==> config.mk <==
export PLATFORM = sky130hd
export DESIGN_NAME = mem_arb_flat
export DESIGN_NICKNAME = d
export VERILOG_FILES = /design/src/rtl/mem_arb_if.sv /design/src/rtl/mem_arb.sv /design/src/flat_wrapper.sv
export SDC_FILE = /design/constraint.sdc
export NUM_CORES = 1
export LEC_CHECK = 0
export BUFFER_PORTS_ARGS = -buffer_cell sky130_fd_sc_hd__buf_2
export CORE_AREA = 2 2 64 66
export DETAILED_ROUTE_END_ITERATION = 10
export DIE_AREA = 0 0 66 68
export GPL_ROUTABILITY_DRIVEN = 0
export PLACE_DENSITY = 0.85
export RECOVER_POWER = 50
export SYNTH_ARGS = -nofsm -noshare
export SYNTH_HDL_FRONTEND = slang
export SYNTH_SLANG_ARGS = --single-unit
==> constraint.sdc <==
create_clock -name iw_clk -period 3.71 [get_ports iw_clk]
set_input_delay 0.742 -clock iw_clk [delete_from_list [all_inputs] [get_ports iw_clk]]
set_output_delay 0.742 -clock iw_clk [all_outputs]
set_load 0.01 [all_outputs]
==> src/rtl/mem_arb_if.sv <==
// Requester and memory-side bus of the two-port memory arbiter.
// The arbiter takes the slave view; requesters and the memory take the master view.
interface mem_arb_if #(
   parameter int unsigned AddrW = 12,
   parameter int unsigned DataW = 24
);
   logic             iw_a_req;
   logic [AddrW-1:0] iw_a_addr;
   logic             or_a_gnt;
   logic             or_a_rvalid;
   logic [DataW-1:0] or_a_rdata;

   logic             iw_b_req;
   logic             iw_b_we;
   logic [AddrW-1:0] iw_b_addr;
   logic [DataW-1:0] iw_b_wdata;
   logic             or_b_gnt;
   logic             or_b_rvalid;
   logic [DataW-1:0] or_b_rdata;

   logic             ow_mem_we;
   logic [AddrW-1:0] ow_mem_addr;
   logic [DataW-1:0] ow_mem_wdata;
   logic [DataW-1:0] iw_mem_rdata;

   modport master (
      output iw_a_req, iw_a_addr,
      input  or_a_gnt, or_a_rvalid, or_a_rdata,
      output iw_b_req, iw_b_we, iw_b_addr, iw_b_wdata,
      input  or_b_gnt, or_b_rvalid, or_b_rdata,
      input  ow_mem_we, ow_mem_addr, ow_mem_wdata,
      output iw_mem_rdata
   );

   modport slave (
      input  iw_a_req, iw_a_addr,
      output or_a_gnt, or_a_rvalid, or_a_rdata,
      input  iw_b_req, iw_b_we, iw_b_addr, iw_b_wdata,
      output or_b_gnt, or_b_rvalid, or_b_rdata,
      output ow_mem_we, ow_mem_addr, ow_mem_wdata,
      input  iw_mem_rdata
   );
endinterface

==> src/rtl/mem_arb.sv <==
// Round-robin arbiter with starvation guard in front of a single-port synchronous memory.
// One access per cycle; read data is routed back with a one-cycle valid strobe.
module mem_arb #(
   parameter int unsigned STARVE_MAX = 4
) (
   input logic     iw_clk,
   input logic     iw_rst,
   mem_arb_if.slave bus
);
   localparam logic [3:0] StarveLim = 4'(STARVE_MAX);

   logic       last_q, last_d;
   logic [3:0] starve_a_q, starve_a_d;
   logic [3:0] starve_b_q, starve_b_d;
   logic       rv_a_q, rv_a_d;
   logic       rv_b_q, rv_b_d;
   logic       pick_a, a_gnt, b_gnt;

   always_comb begin
      // On a tie, a starved port wins first (A if both), otherwise the port not served last.
      if (starve_a_q >= StarveLim)      pick_a = 1'b1;
      else if (starve_b_q >= StarveLim) pick_a = 1'b0;
      else                              pick_a = last_q;

      a_gnt = ~iw_rst & bus.iw_a_req & (~bus.iw_b_req | pick_a);
      b_gnt = ~iw_rst & bus.iw_b_req & (~bus.iw_a_req | ~pick_a);

      bus.ow_mem_we    = 1'b0;
      bus.ow_mem_addr  = '0;
      bus.ow_mem_wdata = '0;
      if (a_gnt) begin
         bus.ow_mem_addr = bus.iw_a_addr;
      end else if (b_gnt) begin
         bus.ow_mem_we    = bus.iw_b_we;
         bus.ow_mem_addr  = bus.iw_b_addr;
         bus.ow_mem_wdata = bus.iw_b_wdata;
      end

      last_d = last_q;
      if (a_gnt)      last_d = 1'b0;
      else if (b_gnt) last_d = 1'b1;

      starve_a_d = '0;
      if (bus.iw_a_req && !a_gnt) starve_a_d = (starve_a_q == 4'hf) ? 4'hf : starve_a_q + 4'h1;
      starve_b_d = '0;
      if (bus.iw_b_req && !b_gnt) starve_b_d = (starve_b_q == 4'hf) ? 4'hf : starve_b_q + 4'h1;

      rv_a_d = a_gnt;
      rv_b_d = b_gnt & ~bus.iw_b_we;
   end

   always_ff @(posedge iw_clk) begin
      if (iw_rst) begin
         last_q     <= 1'b0;
         starve_a_q <= '0;
         starve_b_q <= '0;
         rv_a_q     <= 1'b0;
         rv_b_q     <= 1'b0;
      end else begin
         last_q     <= last_d;
         starve_a_q <= starve_a_d;
         starve_b_q <= starve_b_d;
         rv_a_q     <= rv_a_d;
         rv_b_q     <= rv_b_d;
      end
   end

   // Reset gates the strobes so a response already pending when reset arrives is dropped.
   assign bus.or_a_gnt    = a_gnt;
   assign bus.or_b_gnt    = b_gnt;
   assign bus.or_a_rvalid = rv_a_q & ~iw_rst;
   assign bus.or_b_rvalid = rv_b_q & ~iw_rst;
   assign bus.or_a_rdata  = bus.or_a_rvalid ? bus.iw_mem_rdata : '0;
   assign bus.or_b_rdata  = bus.or_b_rvalid ? bus.iw_mem_rdata : '0;
endmodule

==> src/flat_wrapper.sv <==
// flat-port wrapper written by rule: the top's interface ports become plain ports
module mem_arb_flat 
#(
   parameter int unsigned STARVE_MAX = 4
)
  (iw_clk, iw_rst, bus_iw_a_req, bus_iw_a_addr, bus_or_a_gnt, bus_or_a_rvalid, bus_or_a_rdata, bus_iw_b_req, bus_iw_b_we, bus_iw_b_addr, bus_iw_b_wdata, bus_or_b_gnt, bus_or_b_rvalid, bus_or_b_rdata, bus_ow_mem_we, bus_ow_mem_addr, bus_ow_mem_wdata, bus_iw_mem_rdata);
  mem_arb_if #(.AddrW(12), .DataW(24)) bus_i ();
  input logic iw_clk;
  input logic iw_rst;
  input wire logic [$bits(bus_i.iw_a_req)-1:0] bus_iw_a_req;
  input wire logic [$bits(bus_i.iw_a_addr)-1:0] bus_iw_a_addr;
  output wire logic [$bits(bus_i.or_a_gnt)-1:0] bus_or_a_gnt;
  output wire logic [$bits(bus_i.or_a_rvalid)-1:0] bus_or_a_rvalid;
  output wire logic [$bits(bus_i.or_a_rdata)-1:0] bus_or_a_rdata;
  input wire logic [$bits(bus_i.iw_b_req)-1:0] bus_iw_b_req;
  input wire logic [$bits(bus_i.iw_b_we)-1:0] bus_iw_b_we;
  input wire logic [$bits(bus_i.iw_b_addr)-1:0] bus_iw_b_addr;
  input wire logic [$bits(bus_i.iw_b_wdata)-1:0] bus_iw_b_wdata;
  output wire logic [$bits(bus_i.or_b_gnt)-1:0] bus_or_b_gnt;
  output wire logic [$bits(bus_i.or_b_rvalid)-1:0] bus_or_b_rvalid;
  output wire logic [$bits(bus_i.or_b_rdata)-1:0] bus_or_b_rdata;
  output wire logic [$bits(bus_i.ow_mem_we)-1:0] bus_ow_mem_we;
  output wire logic [$bits(bus_i.ow_mem_addr)-1:0] bus_ow_mem_addr;
  output wire logic [$bits(bus_i.ow_mem_wdata)-1:0] bus_ow_mem_wdata;
  input wire logic [$bits(bus_i.iw_mem_rdata)-1:0] bus_iw_mem_rdata;
  assign bus_i.iw_a_req = bus_iw_a_req;
  assign bus_i.iw_a_addr = bus_iw_a_addr;
  assign bus_or_a_gnt = bus_i.or_a_gnt;
  assign bus_or_a_rvalid = bus_i.or_a_rvalid;
  assign bus_or_a_rdata = bus_i.or_a_rdata;
  assign bus_i.iw_b_req = bus_iw_b_req;
  assign bus_i.iw_b_we = bus_iw_b_we;
  assign bus_i.iw_b_addr = bus_iw_b_addr;
  assign bus_i.iw_b_wdata = bus_iw_b_wdata;
  assign bus_or_b_gnt = bus_i.or_b_gnt;
  assign bus_or_b_rvalid = bus_i.or_b_rvalid;
  assign bus_or_b_rdata = bus_i.or_b_rdata;
  assign bus_ow_mem_we = bus_i.ow_mem_we;
  assign bus_ow_mem_addr = bus_i.ow_mem_addr;
  assign bus_ow_mem_wdata = bus_i.ow_mem_wdata;
  assign bus_i.iw_mem_rdata = bus_iw_mem_rdata;
  mem_arb #(.STARVE_MAX(STARVE_MAX)) u_core (.iw_clk(iw_clk), .iw_rst(iw_rst), .bus(bus_i));
endmodule
==> results.cfg <==
[run_status]
status = finished, final reports clean

[setup_path]
worstRegToRegCells = 3
arrival_ns = 2.28
startpoint_type = primary input
critPathKind = primary input to output port
required_ns = 2.97
cp_max_fo = 13
endpoint_kind = output port

[synthesis]
synth_top_area_share_pct = 23.86
ys_async_sr_fraction_pct = 0
post-synth-top-count-cell = and2_1
yosysSeqAreaShare_pct = 17.50
synth-seq-cells = 11
post-synth-top-area-cell = and2_1
synth_nets = 254
avgSynthCellArea_um2 = 7.193
synth-main-ff-cell = dfxtp_1
synth_area_um2 = 1259
ys_types = 28
synth_edf_count = 0
synthTopCellsByCount = and2_1 (48), nor3b_1 (26), inv_1 (16)
synthCells = 175
synth_area_leaders = and2_1 (24%), dfxtp_1 (17%), nor3b_1 (16%)
ys_warn_count = 0

[global_routing]
grt_pass1_wl_um = 6009
gr-usage-all-layers_pct = 16.83
antenna_found_initial = 0
overflow = 0
grt_max_degree = 32
grt_pass1_vias = 1325

[routing]
wirelength_um = 4549
post_drt_wl_per_cell_um = 11.94
ant_nets = 0
drt-pass1-iter-count = 4
via_per_inst = 4.528
drc = 0
drt_iter0_drc = 67
num_vias = 1725

[pwr]
ir_drop_mv = 0.2149
powerDensity_nw_per_um2 = 190.0
cellLeakagePower_nw = 1.108

[sta]
fmax_ghz = 0.3314
finalMaxSlewViolations = 0
hold_viol = 0
setup_viol = 0
min_period_ns = 3.017
period_share_pct = 81.32
setup_tns_ns = 0
hold_ws_ns = 0.4427
clock_skew_ns = 0.003380
slew_headroom_pct = 25.34
layout_setup_ws_ns = 0.6929
rsz0062_at_grt = no
tightest_slew_ns = 1.118

[clock_tree]
cts_sinks = 11
cts.reportedPaths.clkPinSlew_ns = 0.05
cts_tree = done
cts_inserted_buffers = 3
htree_num_levels = 1
clk_path_buf_depth = 2
hold_buffers = 0
cts_resized = 0
post_cts_buffers = 0
cts_root_buffer = clkbuf_8
clk_latency_ns = 0.24

[floorplanning]
fp-row-count = 23
die_w_um = 66
ioPinCount = 166
fp.coreArea_um2 = 3856
die_height_um = 68
start_util_pct = 32.64
die_area_um2 = 4488

[min_path]
whs_path_depth = 1
holdCritPathClass = flip-flop to flip-flop

[placed_design]
dp_hpwl_um = 3623
pre_cts_ws_ns = 0.7192
io_buffers = 165
dpl_cell_area_um2 = 2082

[layout]
fin_util_pct = 53.83
drive_gt1_share_pct = 40.18
syn2layout_area_growth_pct = 64.91
final_area_um2 = 2076
num_antenna_cells = 0
final_nets = 411

[run]
maxCapViolCount = 0
==> power breakdown <==
group          leakage, nW  internal, W  total [W]  switching (W)
Sequential          0.0897     0.000122   0.000123     0.00000173
Clock               0.0228    0.0000753   0.000119      0.0000438
Combinational        0.996    0.0000714   0.000152      0.0000805
==> path summary, 6_finish.rpt <==
path	start	endpoint	slack [ns]
setup / recovery	bus_iw_b_req	bus_ow_mem_addr[6]	0.69
hold / removal	u_core.starve_a_q[0]	u_core.starve_a_q[0]	0.44
setup reg to reg	u_core.starve_b_q[2]	u_core.last_q	1.96
hold reg to reg	u_core.starve_a_q[0]	u_core.starve_a_q[0]	0.44
==> layout by cell type (no fill, tap or decap) <==
cell and count:
a21oi_1 5, a21oi_4 1, a2bb2oi_1 1, a31oi_1 1, and2_1 48, and3b_1 1, buf_2 126, buf_4 1
clkbuf_1 40, clkbuf_8 3, conb_1 1, dfxtp_1 11, ha_1 2, inv_1 16, nand2_1 2, nand2b_1 13
nand3_1 4, nor2_1 7, nor2b_1 2, nor3_1 3, nor3b_1 26, nor3b_2 1, o21ai_2 1, o31ai_1 1
o32ai_1 12, or3b_1 2
==> sequential cells by signal, indices dropped and copies added (netlist names) <==
name and flops:
u_core.starve_a_q 4, u_core.last_q 1, u_core.rv_a_q 1, u_core.rv_b_q 1, u_core.starve_b_q 4
==> metal layers <==
| layer | track usage, % | vias to the layer above | wire, um |
|---|---|---|---|
| met3 | 2.796 | 2 | 328 |
| met4 | 1.531 | 0 | 8 |
| met5 | 0 | - | 0 |
| li1 | - | 897 | - |
| met2 | 34.60 | 64 | 2427 |
| met1 | 18.61 | 762 | 1784 |
==> worst max-delay path: stages <==
cell and delay (ns):
clkbuf_1 0.11, or3b_1 0.20, a2bb2oi_1 0.77, o32ai_1 0.25
buf_2 0.20
==> final cells by class <==
cell class	count	area [um^2]
inverters	16	60.06
repair buffers	166	784.5
flip-flops and latches	11	220.2
fillers	385	1780
multi-input cells	134	903.4
clock buffers	4	45.04
well taps	50	62.56
==> metrics by stage <==
stage          std cells  power [W]
2_1_floorplan        175  0.0002088
3_3_place_gp         377  0.0002800
3_5_place_dp         377  0.0002820
4_1_cts              381  0.0004052
5_1_grt              381  0.0004213
6_report             381  0.0003944
==> cell families after synthesis <==
group                    count (synthesis)  share of synthesized area, %
other                                    1                        0.2979
adder cells (fa/ha/maj)                  2                         1.988
AND/OR/NAND/NOR                        109                         55.57
flip-flops                              11                         17.49
AO/OA/AOI/OAI                           22                         14.12
buffers and inverters                   30                         10.54
(Power assumes the default switching activity.)
